## src/rtl/fft_result_reader.sv

```systemverilog
// fft_result_reader: drains the FFT result RAM in natural bin order and
// streams each bin (real, imag, |re|+|im|, index, last) on a valid/ready port.
// A two-entry FIFO absorbs the one-cycle RAM read latency so that a stalled
// consumer never loses data and a ready consumer sees one beat per cycle.
module fft_result_reader #(
    parameter int unsigned ADDR_WIDTH = 5,
    parameter int unsigned DATA_WIDTH = 16
) (
    input  logic                  clk,
    input  logic                  reset,
    input  logic                  start,
    output logic                  rd_en,
    output logic [ADDR_WIDTH-1:0] rd_addr,
    input  logic [DATA_WIDTH-1:0] rd_real,
    input  logic [DATA_WIDTH-1:0] rd_imag,
    output logic                  out_valid,
    input  logic                  out_ready,
    output logic [DATA_WIDTH-1:0] out_real,
    output logic [DATA_WIDTH-1:0] out_imag,
    output logic [DATA_WIDTH:0]   out_mag,
    output logic [ADDR_WIDTH-1:0] out_index,
    output logic                  out_last,
    output logic                  busy,
    output logic                  done
);

    localparam int unsigned N         = 2 ** ADDR_WIDTH;
    localparam int unsigned MAG_WIDTH = DATA_WIDTH + 1;
    localparam int unsigned CNT_WIDTH = 2;
    localparam int unsigned OCC_WIDTH = 3;
    localparam logic [ADDR_WIDTH-1:0] LAST_ADDR = ADDR_WIDTH'(N - 1);

    typedef enum logic [1:0] {
        S_IDLE  = 2'd0,
        S_READ  = 2'd1,
        S_DRAIN = 2'd2,
        S_DONE  = 2'd3
    } state_t;

    // One FIFO entry: a bin as it will be presented on the output port.
    typedef struct packed {
        logic [DATA_WIDTH-1:0] re;
        logic [DATA_WIDTH-1:0] im;
        logic [MAG_WIDTH-1:0]  mag;
    } beat_t;

    state_t                state_q, state_d;
    logic [ADDR_WIDTH-1:0] ptr_q, ptr_d;
    logic                  inflight_q, inflight_d;
    beat_t                 fifo_q [2];
    beat_t                 fifo_d [2];
    logic                  wr_sel_q, wr_sel_d;
    logic                  rd_sel_q, rd_sel_d;
    logic [CNT_WIDTH-1:0]  count_q, count_d;
    logic [ADDR_WIDTH-1:0] index_q, index_d;
    logic                  done_q, done_d;

    logic                  pop;
    logic                  push;
    logic                  start_accept;
    logic                  room;
    logic [OCC_WIDTH-1:0]  occupancy;
    logic [MAG_WIDTH-1:0]  new_mag;
    beat_t                 head;

    // Absolute value of a sign-extended word; the most negative input maps
    // to 2**(DATA_WIDTH-1) without saturating.
    function automatic logic [MAG_WIDTH-1:0] abs_ext(input logic [DATA_WIDTH-1:0] v);
        logic [MAG_WIDTH-1:0] e;
        e = {v[DATA_WIDTH-1], v};
        return e[MAG_WIDTH-1] ? MAG_WIDTH'(-e) : e;
    endfunction

    // Handshake and occupancy terms shared by the FSM and datapath.
    always_comb begin
        head         = fifo_q[rd_sel_q];
        pop          = (count_q != '0) && out_ready;
        push         = inflight_q;
        start_accept = start && ((state_q == S_IDLE) || (state_q == S_DONE));
        occupancy    = OCC_WIDTH'(count_q) + OCC_WIDTH'(inflight_q) - OCC_WIDTH'(pop);
        room         = occupancy < OCC_WIDTH'(2);
        new_mag      = abs_ext(rd_real) + abs_ext(rd_imag);
    end

    // FSM state register.
    always_ff @(posedge clk or posedge reset) begin
        if (reset) begin
            state_q <= S_IDLE;
        end else begin
            state_q <= state_d;
        end
    end

    // FSM next-state logic.
    always_comb begin
        state_d = state_q;
        case (state_q)
            S_IDLE: begin
                if (start) begin
                    state_d = S_READ;
                end
            end
            S_READ: begin
                if (room && (ptr_q == LAST_ADDR)) begin
                    state_d = S_DRAIN;
                end
            end
            S_DRAIN: begin
                if (pop && (index_q == LAST_ADDR)) begin
                    state_d = S_DONE;
                end
            end
            S_DONE: begin
                if (start) begin
                    state_d = S_READ;
                end
            end
            default: state_d = S_IDLE;
        endcase
    end

    // FSM outputs: read strobe and busy flag decoded from state.
    always_comb begin
        rd_en = 1'b0;
        busy  = 1'b0;
        case (state_q)
            S_READ: begin
                rd_en = room;
                busy  = 1'b1;
            end
            S_DRAIN: begin
                busy  = 1'b1;
            end
            default: begin
                rd_en = 1'b0;
                busy  = 1'b0;
            end
        endcase
    end

    // Datapath next values: issue pointer, in-flight flag, FIFO, index, done.
    always_comb begin
        ptr_d      = ptr_q;
        inflight_d = rd_en;
        fifo_d     = fifo_q;
        wr_sel_d   = wr_sel_q;
        rd_sel_d   = rd_sel_q;
        count_d    = count_q;
        index_d    = index_q;
        done_d     = done_q;

        if (start_accept) begin
            ptr_d = '0;
        end else if (rd_en) begin
            ptr_d = ptr_q + ADDR_WIDTH'(1);
        end

        if (push) begin
            fifo_d[wr_sel_q] = '{re: rd_real, im: rd_imag, mag: new_mag};
            wr_sel_d         = ~wr_sel_q;
        end
        if (pop) begin
            rd_sel_d = ~rd_sel_q;
        end
        count_d = count_q + CNT_WIDTH'(push) - CNT_WIDTH'(pop);

        if (start_accept) begin
            index_d = '0;
        end else if (pop && (index_q != LAST_ADDR)) begin
            index_d = index_q + ADDR_WIDTH'(1);
        end

        if (start_accept) begin
            done_d = 1'b0;
        end else if (pop && (index_q == LAST_ADDR)) begin
            done_d = 1'b1;
        end
    end

    // Datapath registers; reset discards any frame in progress.
    always_ff @(posedge clk or posedge reset) begin
        if (reset) begin
            ptr_q      <= '0;
            inflight_q <= 1'b0;
            fifo_q[0]  <= '0;
            fifo_q[1]  <= '0;
            wr_sel_q   <= 1'b0;
            rd_sel_q   <= 1'b0;
            count_q    <= '0;
            index_q    <= '0;
            done_q     <= 1'b0;
        end else begin
            ptr_q      <= ptr_d;
            inflight_q <= inflight_d;
            fifo_q     <= fifo_d;
            wr_sel_q   <= wr_sel_d;
            rd_sel_q   <= rd_sel_d;
            count_q    <= count_d;
            index_q    <= index_d;
            done_q     <= done_d;
        end
    end

    // Output port mapping from the FIFO head and status registers.
    always_comb begin
        rd_addr   = ptr_q;
        out_valid = (count_q != '0);
        out_real  = head.re;
        out_imag  = head.im;
        out_mag   = head.mag;
        out_index = index_q;
        out_last  = out_valid && (index_q == LAST_ADDR);
        done      = done_q;
    end

endmodule

```

## config.mk

```make
export PLATFORM = sky130hd
export DESIGN_NAME = fft_result_reader
export DESIGN_NICKNAME = d
export VERILOG_FILES = /design/src/rtl/fft_result_reader.sv
export SDC_FILE = /design/constraint.sdc
export NUM_CORES = 1
export LEC_CHECK = 0
export ABC_CLOCK_PERIOD_IN_PS = 3100
export BUFFER_PORTS_ARGS = -buffer_cell sky130_fd_sc_hd__buf_2
export CORE_MARGIN = 3
export CORE_UTILIZATION = 30
export CTS_BUF_LIST = sky130_fd_sc_hd__clkbuf_16
export CTS_CLUSTER_DIAMETER = 80
export DETAILED_ROUTE_END_ITERATION = 8
export PLACE_DENSITY_LB_ADDON = 0.1
export SLEW_MARGIN = 20
export SYNTH_ARGS = -nofsm -noshare
export SYNTH_HDL_FRONTEND = slang
export SYNTH_SLANG_ARGS = --single-unit
export TNS_END_PERCENT = 5
```

## constraint.sdc

```tcl
create_clock -name clk -period 3.1 [get_ports clk]
set_input_delay 0.31 -clock clk [delete_from_list [all_inputs] [get_ports clk]]
set_output_delay 0.31 -clock clk [all_outputs]
set_load 0.03 [all_outputs]
```

==> impl_metrics.json, run 1 <==
{
  "synthTopCellsByArea": "dfrtp_1, nand2_1, mux2_2",
  "antenna_found_initial": 0,
  "portBuffers": 99,
  "cp_common_cell": "buf_4",
  "grtUsageMet3": 0.03115,
  "worstReg2RegEnd": "rd_addr[3]",
  "die_h_um": 155.3,
  "row_count": 53,
  "synth_compound_area_frac": 0.1205,
  "post-place-ws_ns": -0.4650,
  "cts-buffers-inserted": 17,
  "synthAdderAreaFrac": 0.05652,
  "finalCritPeriodShare": 0.9692,
  "synth.avg_cell_area_um2": 8.902,
  "synthXorXnorAreaFrac": 0.05241,
  "die_w_um": 155.3,
  "max_stage_delay_ns": 0.47,
  "fin_crit_ns": 3.005,
  "finalSetupViolCount": 0,
  "netlist_instances": 751,
  "timing.max_slew.rel_slack": 0.4009,
  "drive_gt1_frac": 0.3129,
  "ys_seq_area_frac": 0.4342,
  "multi_input_area_mm2": 0.003638,
  "path_cells": "buf_2, inv_2, ha_2, or3b_4, or4_1, o21ai_1, xnor2_1, ha_1, buf_4, nand2_1, o21a_1, o21ai_0, buf_4, o31a_1, o31ai_2",
  "vias": 5866,
  "worst_slack_ns": 0.09536,
  "grt_pass1_vias": 5946,
  "viasPerCell": 4.934,
  "layout.cells.non_filler": 1189,
  "seq_area_mm2": 0.002904,
  "antenna_left": 0,
  "fin_skew_ns": 0.01244,
  "yosys_warnings": 0,
  "setup_tns_ns": 0,
  "drt-total-wl_um": 19600,
  "drc": 0,
  "synth_edf_count": 0,
  "cts_sinks": 116,
  "whs_ns": 0.1657,
  "powerDensity_mw_per_mm2": 1059,
  "use_met2": 0.2680,
  "vdd_drop_max_uv": 437.0,
  "grt_max_degree": 49,
  "crit_path_start": "rd_imag[0]",
  "design_area_mm2": 0.008725,
  "cap_violations": 0,
  "leakagePower_nw": 4.316,
  "start_kind": "input pin",
  "cts_max_level": 4,
  "synthFlopType": "dfrtp_1",
  "synth_area_mm2": 0.006685,
  "wl_per_cell_um": 16.48,
  "critPathCapture": "fifo_q[12]",
  "rsz0062_at_grt": "true",
  "core_mm2": 0.02149,
  "io_pins": 100,
  "ys_async_sr_fraction": 1.000,
  "final_common_cell": "nand2_1",
  "syn_nets": 816,
  "r2r_slack_ns": 0.52,
  "netlist.area_leader.share": 0.4342,
  "synth_simple_gate_area_share": 0.2126,
  "synthDominantAreaCellType": "dfrtp_1",
  "dr.first_iter.drc_count": 263,
  "worst_slew_pin_slew_ns": 0.8987,
  "min_path_type": "in -> reg",
  "synthMuxAreaShare": 0.08703,
  "required_ns": 3.41,
  "final_cell_mix": "nand2_1, dfrtp_1, buf_2, buf_4, mux2_2",
  "worst_ep_arrival_time_ns": 3.32,
  "hpwl_um": 14240,
  "overflow": 0,
  "fillers": 2180,
  "reg2regPathDepth": 12,
  "hold_viol_final": 0,
  "status": "finished, final reports clean",
  "synth_top_family_by_area": "simple AND/OR/NAND/NOR gates",
  "dieArea_mm2": 0.02411,
  "synth_cell_types": 59,
  "busiest_layer": "met2",
  "grtUsageMet1": 0.2273,
  "synth-seq-cells": 116,
  "placed_cells_incl_taps": 1152,
  "cts_tree": "yes",
  "path_clk_slew_ns": 0.06,
  "placed_cell_area_mm2": 0.007941,
  "final_nets": 966,
  "area_delta_synth_final_pct": 30.51,
  "r2r-start": "count_q[1]",
  "dr.pass1.iters": 4,
  "critPathKind": "in -> reg",
  "clock_path_buffers": 2,
  "track_usage": 0.1655,
  "gp_congestion": 0.8427,
  "finalMaxSlewViolations": 0,
  "fmax_ghz": 0.3328,
  "crit_slowest_cell": "or4_1",
  "clock-root-buffer": "clkbuf_16",
  "grt_first_pass_wirelength_um": 31710,
  "critPathCaptureType": "register",
  "p_total_mw": 9.243,
  "postLayoutCoreUtil": 0.4061,
  "crit_fanout": 7,
  "start_util": 0.3111,
  "antenna_cells": 0,
  "insertion_delay_ns": 0.42
}
synth_stat cells, types with 5 or more instances:
master,count
o31ai_1,15
inv_1,19
nand3_1,11
nand2b_1,5
clkbuf_1,34
and3_1,5
nand4_1,9
a21oi_1,19
buf_1,9
o21a_1,5
xor2_1,8
ha_1,27
nand2_1,240
xnor2_1,32
mux2_2,49
o21ai_0,42
dfrtp_1,116
nor2_1,26
area by class of cell:
class | instances | share of cell area
multi-input combinational | 571 | 0.4170
inverter | 19 | 0.008605
clock buffer | 17 | 0.04876
clock inverter | 15 | 0.02352
timing repair buffer | 176 | 0.1298
tap | 275 | 0.03944
sequential | 116 | 0.3329
what timing repair did:
action | 4_1_cts | 5_1_grt
pin swaps | 0 | 9
resized for setup | 4 | 24
setup endpoints to repair | 8 | 11
endpoints found under the hold margin | 0 | 12
buffers inserted | 0 | 3
hold buffers | 0 | 1
logic make-up (layout without fill, tap and decap cells):
family | after synthesis | after routing
adder cells (fa/ha/maj) | 29 | 29
AND/OR/NAND/NOR | 328 | 328
multiplexers | 52 | 52
flip-flops | 116 | 116
buffers and inverters | 64 | 227
AO/OA/AOI/OAI | 122 | 122
XOR/XNOR | 40 | 40
worst min-delay path by stage:
stage	depth (start not counted)	endpoint	slack, ns	startpoint
floorplan	2	fifo_q[19]	0.42	rd_imag[2]
global placement	2	fifo_q[47]	0.45	fifo_q[47]
detailed placement	2	fifo_q[96]	0.46	fifo_q[96]
CTS	2	fifo_q[61]	0.13	reset
global route	3	fifo_q[92]	0.16	rd_real[10]
finish	3	fifo_q[92]	0.17	rd_real[10]
state kept, by name, indices dropped and copies added, names as in the netlist:
signal      count
count_q         2
inflight_q      1
fifo_q         98
state_q         2
rd_sel_q        1
done            1
rd_addr         5
wr_sel_q        1
out_index       5
power breakdown:
group	internal, mW	switching (mW)	total, mW	leakage, nW
sequential	2.23	0.432	2.66	1.44
combinational	1.69	2.78	4.47	2.58
clock	1.35	0.756	2.11	0.297
per-layer routing:
layer  part of all wire  routed length, um  up-vias
li1                   -                  -     2866
met1               0.48               9362     2876
met2               0.48               9350      109
met3              0.033                656       15
met4              0.012                229        0
met5                  0                  0        -
worst max-delay path: cells and delay by family:
| kind | cells | cell delay, ns |
|---|---|---|
| buffers and inverters | 4 | 0.52 |
| adders and majority gates | 2 | 0.43 |
| xor gates and xnor gates | 1 | 0.14 |
| AOI/OAI and AO/OA | 5 | 0.95 |
| and+or+nand+nor | 3 | 0.95 |
(Power assumes the default switching activity.)
==> inputs of run 2 (changes only) <==
- PLACE_DENSITY_LB_ADDON: 0.1 -> not set
- SKIP_LAST_GASP: not set -> 1
==> impl_metrics.json, run 2 (synthesis results as in run 1) <==
{
  "status": "finished, final reports clean",
  "fin_crit_ns": 3.023,
  "required_ns": 3.39,
  "final_cell_mix": "nand2_1, dfrtp_1, buf_2, buf_4, mux2_2",
  "largest_reg_flops": 98,
  "r2r_slack_ns": 0.51,
  "viasPerCell": 4.905,
  "crit_family": "simple AND/OR/NAND/NOR gates",
  "dr.first_iter.drc_count": 272,
  "leakagePower_nw": 4.302,
  "placed_cells_incl_taps": 1153,
  "antenna_left": 0,
  "clock-root-buffer": "clkbuf_16",
  "seq_area_mm2": 0.002904,
  "insertion_delay_ns": 0.42,
  "cap_violations": 0,
  "postLayoutCoreUtil": 0.4014,
  "cts_max_level": 4,
  "dr.pass1.iters": 5,
  "crit_fanout": 4,
  "core_mm2": 0.02149,
  "area_delta_synth_final_pct": 28.99,
  "start_kind": "input pin",
  "post-place-ws_ns": -0.4585,
  "multi_input_area_mm2": 0.003621,
  "path_clk_slew_ns": 0.05,
  "drive_gt1_frac": 0.3070,
  "rsz0062_at_grt": "true",
  "track_usage": 0.1552,
  "vdd_drop_max_uv": 557.9,
  "largest-register": "fifo_q",
  "grt_pass1_vias": 5733,
  "fillers": 2173,
  "wl_per_cell_um": 15.58,
  "max_stage_delay_ns": 0.54,
  "worst_slew_pin_slew_ns": 0.8787,
  "die_h_um": 155.3,
  "io_pins": 100,
  "fin_skew_ns": 0.009706,
  "crit_slowest_cell": "or4_4",
  "critPathKind": "in -> reg",
  "grt_max_degree": 117,
  "final_common_cell": "nand2_1",
  "antenna_found_initial": 0,
  "antenna_cells": 0,
  "finalSetupViolCount": 0,
  "layout.cells.non_filler": 1187,
  "min_path_type": "in -> async",
  "cts-buffers-inserted": 17,
  "final_nets": 965,
  "cts_sinks": 116,
  "die_w_um": 155.3,
  "hpwl_um": 13050,
  "finalMaxSlewViolations": 0,
  "start_util": 0.3111,
  "portBuffers": 99,
  "powerDensity_mw_per_mm2": 1052,
  "worst_ep_arrival_time_ns": 3.32,
  "dieArea_mm2": 0.02411,
  "holdBufCountCts": 0,
  "path_cells": "buf_2, or4_4, or4_4, nand2b_4, o31ai_4, xnor2_1, ha_1, and3_1, nand4_1, a211oi_1, buf_4, and4b_1, a211o_1",
  "vias": 5822,
  "drc": 0,
  "hold_viol_final": 0,
  "worst_slack_ns": 0.07701,
  "grt_first_pass_wirelength_um": 30040,
  "finalCritPeriodShare": 0.9752,
  "path_buf_inv": 2,
  "clock_path_buffers": 2,
  "drt-total-wl_um": 18490,
  "cts_tree": "yes",
  "critPathCaptureType": "register",
  "row_count": 53,
  "cp_common_cell": "or4_4",
  "gp_congestion": 0.8682,
  "timing.max_slew.rel_slack": 0.4142,
  "overflow": 0,
  "fmax_ghz": 0.3308
}
[run 2: cell count changes in the layout (fill, tap and decap cells not counted), sizes merged]
cell / before / now
clkbuf: 18 / 17
dlygate4sd3: 1 / 0
clkinvlp: 4 / 3
clkinv: 5 / 6
bufinv: 4 / 3
buf: 174 / 175
[run 2: worst min-delay path, stage by stage]
cell        delay, ns
buf_2            0.11
clkinvlp_4       0.07
buf_12           0.46
[run 2: final timing paths]
kind                             start         end  cells after the start
max                         rd_imag[0]  fifo_q[64]                     13
min in group clk           rd_real[14]  fifo_q[96]                      3
min                              reset   fifo_q[7]                      3
max in group asynchronous        reset    rd_sel_q                      3
max reg2reg                 count_q[1]  rd_addr[2]                     12
min reg2reg                 fifo_q[94]  fifo_q[94]                      2
[run 2: report_power, final]
group | switching [mW] | leakage [nW] | total [mW] | internal [mW]
Sequential | 0.437 | 1.44 | 2.67 | 2.23
Clock | 0.738 | 0.288 | 1.99 | 1.25
Combinational | 2.74 | 2.58 | 4.41 | 1.68
[run 2: per-stage QoR]
step	hold slack [ns]	area [um^2]	total power, mW	setup TNS (ns)
3_3_place_gp	0.4513	7938	7.029	-3.102
3_5_place_dp	0.4587	7938	7.105	-3.587
4_1_cts	0.1008	8531	9.153	-0.007411
6_report	0.09058	8623	9.074	0
2_1_floorplan	0.4154	6689	5.759	-0.7840
5_1_grt	0.1365	8623	9.724	-0.04882
[run 2: cell type report]
| cell class | instances | share of cell area |
|---|---|---|
| multi-input combinational | 571 | 0.4199 |
| clock inverter | 14 | 0.01886 |
| clock buffer | 17 | 0.04933 |
| tap | 275 | 0.03990 |
| sequential | 116 | 0.3368 |
| timing repair buffer | 175 | 0.1265 |
| inverter | 19 | 0.008706 |
[run 2: routing by layer]
| layer | part of all wire | GRT usage |
|---|---|---|
| met1 | 0.49 | 0.2190 |
| met3 | 0.039 | 0.03088 |
| met2 | 0.46 | 0.2419 |
| met4 | 0.014 | 0.04669 |
| met5 | 0 | 0 |
[run 2: timing repair]
action / in CTS / in global routing
gates resized for setup: 1 / 20
pin swaps: 0 / 4
endpoints found under the setup margin: 2 / 11
setup buffers: 0 / 3
==> inputs of run 3 (changes only) <==
- PLACE_DENSITY: not set -> 0.47
- RECOVER_POWER: not set -> 50
==> impl_metrics.json, run 3 (synthesis results as in run 1) <==
{
  "antenna_found_initial": 0,
  "timing.max_slew.rel_slack": -0.05491,
  "fillers": 2230,
  "core_mm2": 0.02149,
  "row_count": 53,
  "start_util": 0.3111,
  "antenna_left": 0,
  "crit_slowest_cell": "or4_1",
  "design_area_mm2": 0.008571,
  "violations": "capacitance limit, slew limit",
  "final_common_cell": "nand2_1",
  "overflow": 0,
  "whs_endpoint": "fifo_q[76]",
  "worst_slew_pin_slew_ns": 1.582,
  "vias": 5665,
  "cts-buffers-inserted": 17,
  "powerDensity_mw_per_mm2": 1042,
  "cts_tree": "yes",
  "clock-root-buffer": "clkbuf_16",
  "antenna_cells": 0,
  "final_nets": 970,
  "dieArea_mm2": 0.02411,
  "critPathCaptureType": "register",
  "die_h_um": 155.3,
  "cts_max_level": 4,
  "r2r_slack_ns": 0.52,
  "finalSetupViolCount": 0,
  "leakagePower_nw": 4.242,
  "viasPerCell": 4.749,
  "worst_slack_ns": 0.1048,
  "wl_per_cell_um": 15.63,
  "fin_skew_ns": 0.01280,
  "clock_path_buffers": 2,
  "hold_viol_final": 0,
  "hpwl_um": 13520,
  "hold_path_depth": 3,
  "reg2regPathDepth": 13,
  "cts_sinks": 116,
  "status": "finished with violations",
  "insertion_delay_ns": 0.42,
  "drive_gt1_frac": 0.2887,
  "placed_cell_area_mm2": 0.007983,
  "die_w_um": 155.3,
  "area_delta_synth_final_pct": 28.21,
  "post-place-ws_ns": -0.4827,
  "cap_violations": 1,
  "p_total_mw": 8.934,
  "crit_fanout": 4,
  "grt_pass1_vias": 5773,
  "start_kind": "input pin",
  "min_from": "rd_imag[10]",
  "worstReg2RegEnd": "rd_addr[2]",
  "whs_ns": 0.1596,
  "dr.first_iter.drc_count": 266,
  "r2r-start": "count_q[1]",
  "grt_max_degree": 63,
  "io_pins": 100,
  "finalMaxSlewViolations": 63,
  "drc": 0,
  "gp_congestion": 0.8224,
  "largest-register": "fifo_q",
  "fin_crit_ns": 2.995,
  "required_ns": 3.40,
  "setup_tns_ns": 0,
  "finalCritPeriodShare": 0.9662,
  "final_cell_mix": "nand2_1, dfrtp_1, buf_2, buf_4, mux2_2",
  "dr.pass1.iters": 4,
  "vdd_drop_max_uv": 508.6,
  "path_cells": "buf_2, or4_1, or4_4, o31ai_1, xnor2_1, ha_1, and3_1, nand3_1, a211oi_2, and4b_1, or3_1",
  "track_usage": 0.1588,
  "largest_reg_flops": 98,
  "max_stage_delay_ns": 0.58,
  "portBuffers": 99,
  "grt_first_pass_wirelength_um": 30530,
  "critPathKind": "in -> reg",
  "min_path_type": "in -> reg",
  "path_clk_slew_ns": 0.06,
  "rsz0062_at_grt": "true",
  "fmax_ghz": 0.3339,
  "worst_ep_arrival_time_ns": 3.29,
  "drt-total-wl_um": 18650
}
## run 3: metal layers
| layer | track usage | vias to the layer above | wire length, um |
|---|---|---|---|
| met4 | 0.03793 | 0 | 172 |
| li1 | - | 2880 | - |
| met2 | 0.2444 | 99 | 8410 |
| met1 | 0.2289 | 2676 | 9319 |
| met5 | 0 | - | 0 |
| met3 | 0.03449 | 10 | 745 |
## run 3: area by class of cell
type	count	area (um^2)	share of cell area
Sequential cell	116	2903	0.3387
Clock buffer	17	425.4	0.04964
Multi-Input combinational cell	571	3588	0.4187
Clock inverter	15	137.6	0.01606
Inverter	19	72.57	0.008467
Timing Repair Buffer	180	1100	0.1283
Tap cell	275	344.1	0.04015
## run 3: repair_timing
item | in CTS | in global routing
setup endpoints to repair | 5 | 13
hold buffers | 1 | 0
hold endpoints to repair | 16 | 0
pin swaps | 0 | 3
buffers inserted | 0 | 1
gates resized for setup | 1 | 14
## run 3: how the worst max path moves through the flow
| stage | slack, ns | startpoint | endpoint | cells past startpoint |
|---|---|---|---|---|
| after detailed placement | -0.48 | rd_imag[0] | fifo_q[12] | 13 |
| after global placement | -0.40 | rd_imag[0] | fifo_q[12] | 15 |
| final | 0.10 | rd_imag[0] | fifo_q[13] | 11 |
| after global routing | -0.04 | rd_imag[0] | fifo_q[15] | 15 |
| after CTS | -0.04 | rd_imag[0] | fifo_q[13] | 11 |
| after floorplan | -0.26 | rd_imag[1] | fifo_q[13] | 13 |
## run 3: per-stage QoR
step	instances	utilization
3_3_place_gp	1159	0.3715
4_1_cts	1192	0.3984
3_5_place_dp	1159	0.3715
2_1_floorplan	751	-
5_1_grt	1193	0.3989
6_report	1193	0.3989
## run 3: power breakdown
group	internal [mW]	leakage, nW	switching, mW
logic	1.67	2.53	2.71
registers	2.23	1.44	0.446
clock network	1.06	0.275	0.824
## run 3: worst max-delay path, delay by kind of cell
family / cells / cell delay, ns
compound gates: 2 / 0.50
xor+xnor: 1 / 0.10
fa+ha+maj: 1 / 0.33
buf+inv: 1 / 0.12
simple gates: 6 / 1.93
